## src/rtl/imem_loader.sv

```systemverilog
// Boot-time instruction-memory loader: parses a length-prefixed, XOR-checksummed
// byte stream, writes little-endian words at byte addresses, and gates CPU reset.
module imem_loader #(
  parameter int unsigned DEPTH_WORDS = 256,
  parameter int unsigned CNT_W       = 16
) (
  input  logic             CLK,
  input  logic             RST,
  input  logic             byte_valid,
  input  logic [7:0]       byte_data,
  output logic             byte_ready,
  output logic             im_we,
  output logic [31:0]      im_addr,
  output logic [31:0]      im_wdata,
  output logic             cpu_rst,
  output logic             done,
  output logic             error,
  output logic [CNT_W-1:0] words_loaded
);

  typedef enum logic [2:0] {
    S_LEN_LO,
    S_LEN_HI,
    S_WORD,
    S_CHECK,
    S_DONE,
    S_ERROR
  } state_t;

  state_t           state_q;
  logic [7:0]       xor_q;
  logic [15:0]      len_q;
  logic [15:0]      widx_q;
  logic [1:0]       bidx_q;
  logic [23:0]      asm_q;
  logic             im_we_q;
  logic [31:0]      im_addr_q;
  logic [31:0]      im_wdata_q;
  logic             done_q;
  logic             error_q;
  logic [CNT_W-1:0] cnt_q;

  logic             accept;
  logic [7:0]       xor_d;
  logic [15:0]      len_d;
  logic             last_word;

  always_comb begin
    accept    = byte_valid && byte_ready;
    xor_d     = xor_q ^ byte_data;
    len_d     = {byte_data, len_q[7:0]};
    last_word = (widx_q == (len_q - 16'd1));
  end

  // Terminal states refuse input so trailing bytes cannot disturb the result.
  assign byte_ready   = (state_q == S_LEN_LO) || (state_q == S_LEN_HI) ||
                        (state_q == S_WORD)   || (state_q == S_CHECK);
  assign im_we        = im_we_q;
  assign im_addr      = im_addr_q;
  assign im_wdata     = im_wdata_q;
  assign done         = done_q;
  assign error        = error_q;
  assign cpu_rst      = !done_q;
  assign words_loaded = cnt_q;

  always_ff @(posedge CLK or posedge RST) begin
    if (RST) begin
      state_q    <= S_LEN_LO;
      xor_q      <= '0;
      len_q      <= '0;
      widx_q     <= '0;
      bidx_q     <= '0;
      asm_q      <= '0;
      im_we_q    <= 1'b0;
      im_addr_q  <= '0;
      im_wdata_q <= '0;
      done_q     <= 1'b0;
      error_q    <= 1'b0;
      cnt_q      <= '0;
    end else begin
      im_we_q <= 1'b0;
      if (accept) begin
        unique case (state_q)
          S_LEN_LO: begin
            xor_q      <= xor_d;
            len_q[7:0] <= byte_data;
            state_q    <= S_LEN_HI;
          end
          S_LEN_HI: begin
            xor_q  <= xor_d;
            len_q  <= len_d;
            widx_q <= '0;
            bidx_q <= '0;
            if (32'(len_d) > DEPTH_WORDS) begin
              state_q <= S_ERROR;
              error_q <= 1'b1;
            end else if (len_d == '0) begin
              state_q <= S_CHECK;
            end else begin
              state_q <= S_WORD;
            end
          end
          S_WORD: begin
            xor_q  <= xor_d;
            bidx_q <= bidx_q + 2'd1;
            unique case (bidx_q)
              2'd0: asm_q[7:0]   <= byte_data;
              2'd1: asm_q[15:8]  <= byte_data;
              2'd2: asm_q[23:16] <= byte_data;
              2'd3: begin
                // The top byte goes straight into the write data, saving a cycle.
                im_we_q    <= 1'b1;
                im_addr_q  <= {14'd0, widx_q, 2'b00};
                im_wdata_q <= {byte_data, asm_q};
                widx_q     <= widx_q + 16'd1;
                cnt_q      <= cnt_q + CNT_W'(1);
                if (last_word) state_q <= S_CHECK;
              end
            endcase
          end
          S_CHECK: begin
            if (byte_data == xor_q) begin
              state_q <= S_DONE;
              done_q  <= 1'b1;
            end else begin
              state_q <= S_ERROR;
              error_q <= 1'b1;
            end
          end
          default: ;
        endcase
      end
    end
  end

endmodule

```

## config.mk

```make
export PLATFORM = sky130hd
export DESIGN_NAME = imem_loader
export DESIGN_NICKNAME = d
export VERILOG_FILES = /design/src/rtl/imem_loader.sv
export SDC_FILE = /design/constraint.sdc
export NUM_CORES = 1
export LEC_CHECK = 0
export ABC_AREA = 1
export CAP_MARGIN = 20
export CORE_MARGIN = 8
export CORE_UTILIZATION = 49
export DETAILED_ROUTE_END_ITERATION = 12
export HOLD_SLACK_MARGIN = 0.02
export MAX_ROUTING_LAYER = met4
export PLACE_DENSITY = 0.79
export SYNTH_ARGS = -nofsm -noshare
export SYNTH_HDL_FRONTEND = slang
export SYNTH_SLANG_ARGS = --single-unit
```

## constraint.sdc

```tcl
create_clock -name CLK -period 4.61 [get_ports CLK]
set_input_delay 0.6915 -clock CLK [delete_from_list [all_inputs] [get_ports CLK]]
set_output_delay 0.6915 -clock CLK [all_outputs]
set_load 0.005 [all_outputs]
```

==> results.md, run 1 <==
* Post-Layout Cell Count at 1009
* Cell mode on critical path: inv_1
* CP arrival at 2950 ps
* Antenna violation net count after detailed routing at 0
* Dpl cell area at 7370 um^2
* Mapped cell area at 6470 um^2
* Post-CTS setup buffers at 0
* H-Tree Level Count at 4
* Worst relative slew slack at 28.6%
* DIE AREA at 17100 um^2
* Met3 WL at 734 um
* Initial DRC Count at 356
* Max Slew Vio Count at 0
* Largest net degree at the start of global routing at 94
* Comb pwr share at 2.8%
* Crit path launch type: input port
* M1 wire length at 6690 um
* Grt total ovfl at 0
* Cell variety after synth at 43
* Ys Warns at 0
* Routed met2 length at 6780 um
* Longest Clk Path Bufs at 2
* Die width at 131 um
* Final wirelength at 14400 um
* Area Growth Syn to Fin at 22.7%
* CP required at 4910 ps
* RSZ-0062 raised after global routing: false
* HPWL after detailed placement at 9920 um
* Status: completed
* Peak VDD IR at 0.000234 V
* DR WL/cell at 14.3 um
* Hold-fix buffers, CTS at 0
* Maxcap violations at 0
* Final Setup Violations at 0
* Worst Setup End Kind: flip-flop
* Top sig layer: met4
* Initial Utilization at 49.5%
* Gp weighted congestion at 0.831
* Via count at 5018
* First-pass GRT wire length at 24500 um
* Slew at the pin closest to its max-slew limit at 1070 ps
* Clk pwr share at 50.4%
* Worst Setup SP: byte_valid
* Number of global-route vias before repair at 4966
* Final setup skew at 11.2 ps
* Placed Cells at 977
* Total negative slack at 0 ps
* CP Max Fanout at 33
* LEAKAGE at 3.99 nW
* CP cell instances: clkdlybuf4s50_1, inv_1, nor2_8, nand2_2, inv_1, nand2_1, xor2_1
* Layout cells sized above 1 at 8.52%
* Vias/cell at 4.97
* Total Routing Usage GR at 18.8%
* CTS Buf Count at 17
* Worst hold path type: flip-flop to flip-flop
* RR Startpoint: state_q[2]
* Clock Latency Late Sink at 420 ps
* FP Rows at 42
* Clock transition at the registers of the reported paths at 60 ps
* Post_cts resized at 0
* Net switching power at 0.566 mW
* Flop pwr share at 46.9%
* Worst Hold Launch: asm_q[6]
* Syn avg cell area at 8.76 um^2
* Count of final hold-check violations at 0
* Core area at 13100 um^2
* Buffers on Ports at 79
* PwrDens at 324 nW/um^2
* Clock Root Buffer: clkbuf_16
* Clk sink count at 136
* Crit path buf inv count at 3
* Antenna cells at 0
* Net Sw Frac at 22.0%
* Drt first pass iters at 4
* Critical Path Max Stage Delay at 890 ps
* # IOs at 96
* Max Freq at 376 MHz
* Critical Setup Path Class: input port to flip-flop
* Initial antenna violation count at 0
* Final worst path period share at 57.7%
* CTS tree: built
* Worst path slowest cell: inv_1
* Post-route DRC at 0
* Chip Height at 131 um
* Top delay family on crit path: buffers and inverters
* Min Tclk post-route at 2660 ps
* Yosys reg bits at 136
* Post-synth ARST share at 100%
* Int Pwr at 2.01 mW
* Cells after Synth at 739
* Final design utilization at 60.7%
* Tot Pwr at 2.57 mW
* EDFF count, synth at 0
* Final Cell Area at 7940 um^2
* Seq/Total Area, Yosys at 52.6%
* Nets at 839
* Primary FF master, synth: dfrtp_1
## kinds of logic (layout without fill, tap and decap cells)
logic type / count (synthesis) / count (layout) / share of synthesized area, %
and+or+nand+nor: 349 / 349 / 23.9
DFF: 136 / 136 / 52.6
buffers and inverters: 106 / 185 / 7.27
AOI/OAI and AO/OA: 88 / 88 / 7.40
xor gates and xnor gates: 43 / 43 / 5.82
adders and majority gates: 8 / 8 / 1.55
muxes: 8 / 8 / 1.39
other: 1 / 16 / 0.0579
## layer usage
metal	vias to the layer above	global-route usage (%)
li1	2479	-
met1	2389	24.3
met2	128	28.7
met3	22	4.30
met4	0	6.55
met5	-	-
## stage by stage
stage	setup WS, ps	hold slack, ps
3_5_place_dp	1530	453
2_1_floorplan	279	442
4_1_cts	1950	468
6_report	1950	470
5_1_grt	1770	481
3_3_place_gp	1570	448
## cells in the final DEF, fill, tap and decap left out, drive strengths merged, types with 12 or more instances in the layout
cell	instances
inv	71
clkbuf	22
nor2	54
xor2	33
dfrtp	136
nand2	232
nand3	29
clkdlybuf4s50	79
nor3	13
nand4	12
conb	16
o21ai	72
## sequential cells by signal (all words and copies together), names as in the netlist
register / cells
bidx_q: 2
xor_q: 8
im_we: 1
words_loaded: 16
widx_q: 16
im_addr: 16
len_q: 16
done: 1
im_wdata: 32
state_q: 3
error: 1
asm_q: 24
## worst reg2reg max path, delay by kind of cell (launching register included)
family | cells | cell delay (ps)
DFF | 1 | 420
and+or+nand+nor | 4 | 730
buffers and inverters | 2 | 1030
xor gates and xnor gates | 1 | 190
## power groups by stage
stage	Clock (mW)	Sequential, mW	Combinational, mW
6_report	1.29	1.20	0.0717
5_1_grt	1.37	1.20	0.0825
4_1_cts	1.31	1.20	0.0730
3_5_place_dp	0	1.23	0.0728
3_3_place_gp	0	1.23	0.0715
2_1_floorplan	0	1.22	0.0522
## cells in the mapped netlist, types with 2 or more instances
cell type	count	area (um^2)
nand2_1	230	863
nand3b_1	3	22.5
nor4_1	2	12.5
nand4_2	2	25.0
ha_1	8	100
nor2_4	2	22.5
nand2_2	2	12.5
mux2_2	8	90.1
nand3_1	26	130
xnor2_1	10	87.6
nand3_4	2	35.0
buf_4	16	120
xor2_1	33	289
nand4_1	10	62.6
inv_1	67	251
buf_2	4	20.0
nor4_2	2	25.0
nor2_2	5	31.3
nor2_1	46	173
a21oi_1	8	40.0
o21ai_0	70	350
nor3_2	2	20.0
inv_2	2	7.51
clkbuf_1	16	60.1
dfrtp_1	136	3400
nor3_1	10	50.1
## layout make-up
| cell class | instances | area [um^2] |
|---|---|---|
| inverter | 69 | 264 |
| tap | 176 | 220 |
| sequential | 136 | 3400 |
| fill | 1083 | 5140 |
| timing repair buffer | 84 | 828 |
| clock buffer | 22 | 474 |
| clock inverter | 10 | 93.8 |
| multi-input combinational | 512 | 2660 |
## final timing paths
check	endpoint	slack [ps]	cells after the start
setup / recovery	words_loaded[7]	1950	7
hold / removal	im_wdata[6]	470	2
setup reg to reg	words_loaded[7]	2110	7
hold reg to reg	im_wdata[6]	470	2
max in group asynchronous	im_wdata[8]	2980	3
min in group asynchronous	widx_q[14]	830	2
Note: power is estimated with default switching activity, not from simulation.
==> run 2: changes to the inputs <==
Clock period 4.61 ns to 2.4 ns, I/O delays scaled along.
==> results.md, run 2 (synthesis results as in run 1) <==
* Initial Utilization at 49.5%
* Vias/cell at 5.05
* Cell mode on critical path: nand2_1
* Count of final hold-check violations at 0
* Die width at 131 um
* Nets at 850
* Crit path launch type: flip-flop
* RR Startpoint: len_q[0]
* Gp weighted congestion at 0.844
* Core area at 13100 um^2
* Layout cells sized above 1 at 9.85%
* DIE AREA at 17100 um^2
* Hold-fix buffers, CTS at 0
* Antenna violation net count after detailed routing at 0
* H-Tree Level Count at 4
* Met3 WL at 903 um
* Longest Clk Path Bufs at 2
* FP Rows at 42
* Top delay family on crit path: simple AND/OR/NAND/NOR gates
* Final wirelength at 14600 um
* RR Endpoint: state_q[1]
* Flop-to-flop setup slack at 270 ps
* Post-CTS setup buffers at 0
* Antenna cells at 0
* Total Routing Usage GR at 18.8%
* Post_cts resized at 0
* Worst Setup End Kind: flip-flop
* Max Freq at 469 MHz
* PwrDens at 636 nW/um^2
* Buffers on Ports at 79
* Total negative slack at 0 ps
* Initial antenna violation count at 0
* Post-route DRC at 0
* Top sig layer: met4
* Clock transition at the registers of the reported paths at 60 ps
* Commonest non-fill, non-tap cell in the layout: nand2_1
* Grt total ovfl at 0
* Worst-case reg-to-reg path depth at 15
* Highest-count cells in the layout ignoring fill and taps: nand2_1, dfrtp_1, clkdlybuf4s50_1
* CP cell instances: inv_1, ha_1, nand2_1, nor2_2, nand2_1, nand2_1, nand2_1, nor2_1, nand2_1, nor2_1, nand2_1, nand2_1, nand2_1, nand2_1, nand2_1
* CP required at 2700 ps
* Area Growth Syn to Fin at 25.0%
* CTS tree: built
* RSZ-0062 raised after global routing: false
* Clock Root Buffer: clkbuf_16
* Number of global-route vias before repair at 5026
* Via count at 5149
* Initial DRC Count at 397
* Hold WS at 395 ps
* Peak VDD IR at 0.000388 V
* Worst path slowest cell: dfrtp_1
* LEAKAGE at 4.07 nW
* Final setup skew at 8.94 ps
* Final design utilization at 61.8%
* Number of flip-flops in the largest register at 32
* Min Tclk post-route at 2130 ps
* Maxcap violations at 0
* Drt first pass iters at 5
* HPWL after detailed placement at 10200 um
* Chip Height at 131 um
* Clock Latency Late Sink at 420 ps
* M1 wire length at 6570 um
* Critical Setup Path Class: flip-flop to flip-flop
* CP Max Fanout at 6
* Crit path buf inv count at 1
* DR WL/cell at 14.4 um
* CTS Buf Count at 17
* Worst hold path type: input port to asynchronous set/reset pin
* CP arrival at 2440 ps
* Routed met2 length at 6900 um
* Max Slew Vio Count at 0
* Final worst path period share at 88.9%
* Clk sink count at 136
* Status: completed
* First-pass GRT wire length at 24400 um
* # IOs at 96
* Largest net degree at the start of global routing at 87
* Final Setup Violations at 0
* Critical Path Max Stage Delay at 390 ps
run 2: changes by cell type in the layout (fill, tap and decap cells not counted):
cell | before | now
clkbuf_1 | 2 | 0
clkinvlp_4 | 3 | 4
inv_6 | 3 | 2
bufinv_16 | 1 | 3
buf_12 | 0 | 2
buf_4 | 5 | 14
clkinv_4 | 1 | 0
run 2: how the worst max path moves through the flow:
stage / start / to / slack, ps / depth (start not counted)
after CTS: len_q[0] / state_q[1] / 260 / 15
final: len_q[0] / state_q[1] / 270 / 15
after floorplan: RST / asm_q[0] / 350 / 1
after global placement: byte_valid / xor_q[4] / 240 / 7
after global routing: len_q[0] / state_q[1] / 10 / 15
after detailed placement: byte_valid / xor_q[1] / 220 / 7
run 2: layout make-up:
cell class | count | area [um^2]
clock buffers | 20 | 467
multi-input cells | 512 | 2660
fillers | 1089 | 4990
inverters | 69 | 263
well taps | 176 | 220
clock inverters | 11 | 145
flip-flops and latches | 136 | 3400
repair buffers | 95 | 936
run 2: tightest hold or removal path, cell delays in order:
cell	delay, ps
clkdlybuf4s50_1	440
clkinvlp_4	130
buf_12	260
run 2: stage by stage:
| stage | area, um^2 | instances | setup slack (ps) | power (mW) |
|---|---|---|---|---|
| 3_3_place_gp | 7480 | 988 | 245 | 2.50 |
| 5_1_grt | 8090 | 1019 | 12.7 | 5.31 |
| 4_1_cts | 8090 | 1019 | 262 | 5.18 |
| 3_5_place_dp | 7480 | 988 | 215 | 2.50 |
| 2_1_floorplan | 6530 | 754 | 347 | 2.45 |
| 6_report | 8090 | 1019 | 267 | 5.15 |
run 2: power by group:
part	internal (mW)	leakage (nW)	switching (mW)	total (mW)
registers	2.31	1.82	0.00841	2.31
clock network	1.71	0.295	0.975	2.69
logic	0.0486	1.96	0.101	0.150
total	4.06	4.07	1.08	5.15
run 2: metal layers:
layer	track usage (%)	vias to the layer above
met1	23.6	2437
met2	29.3	168
met4	6.62	0
met5	-	-
li1	-	2511
met3	4.63	33
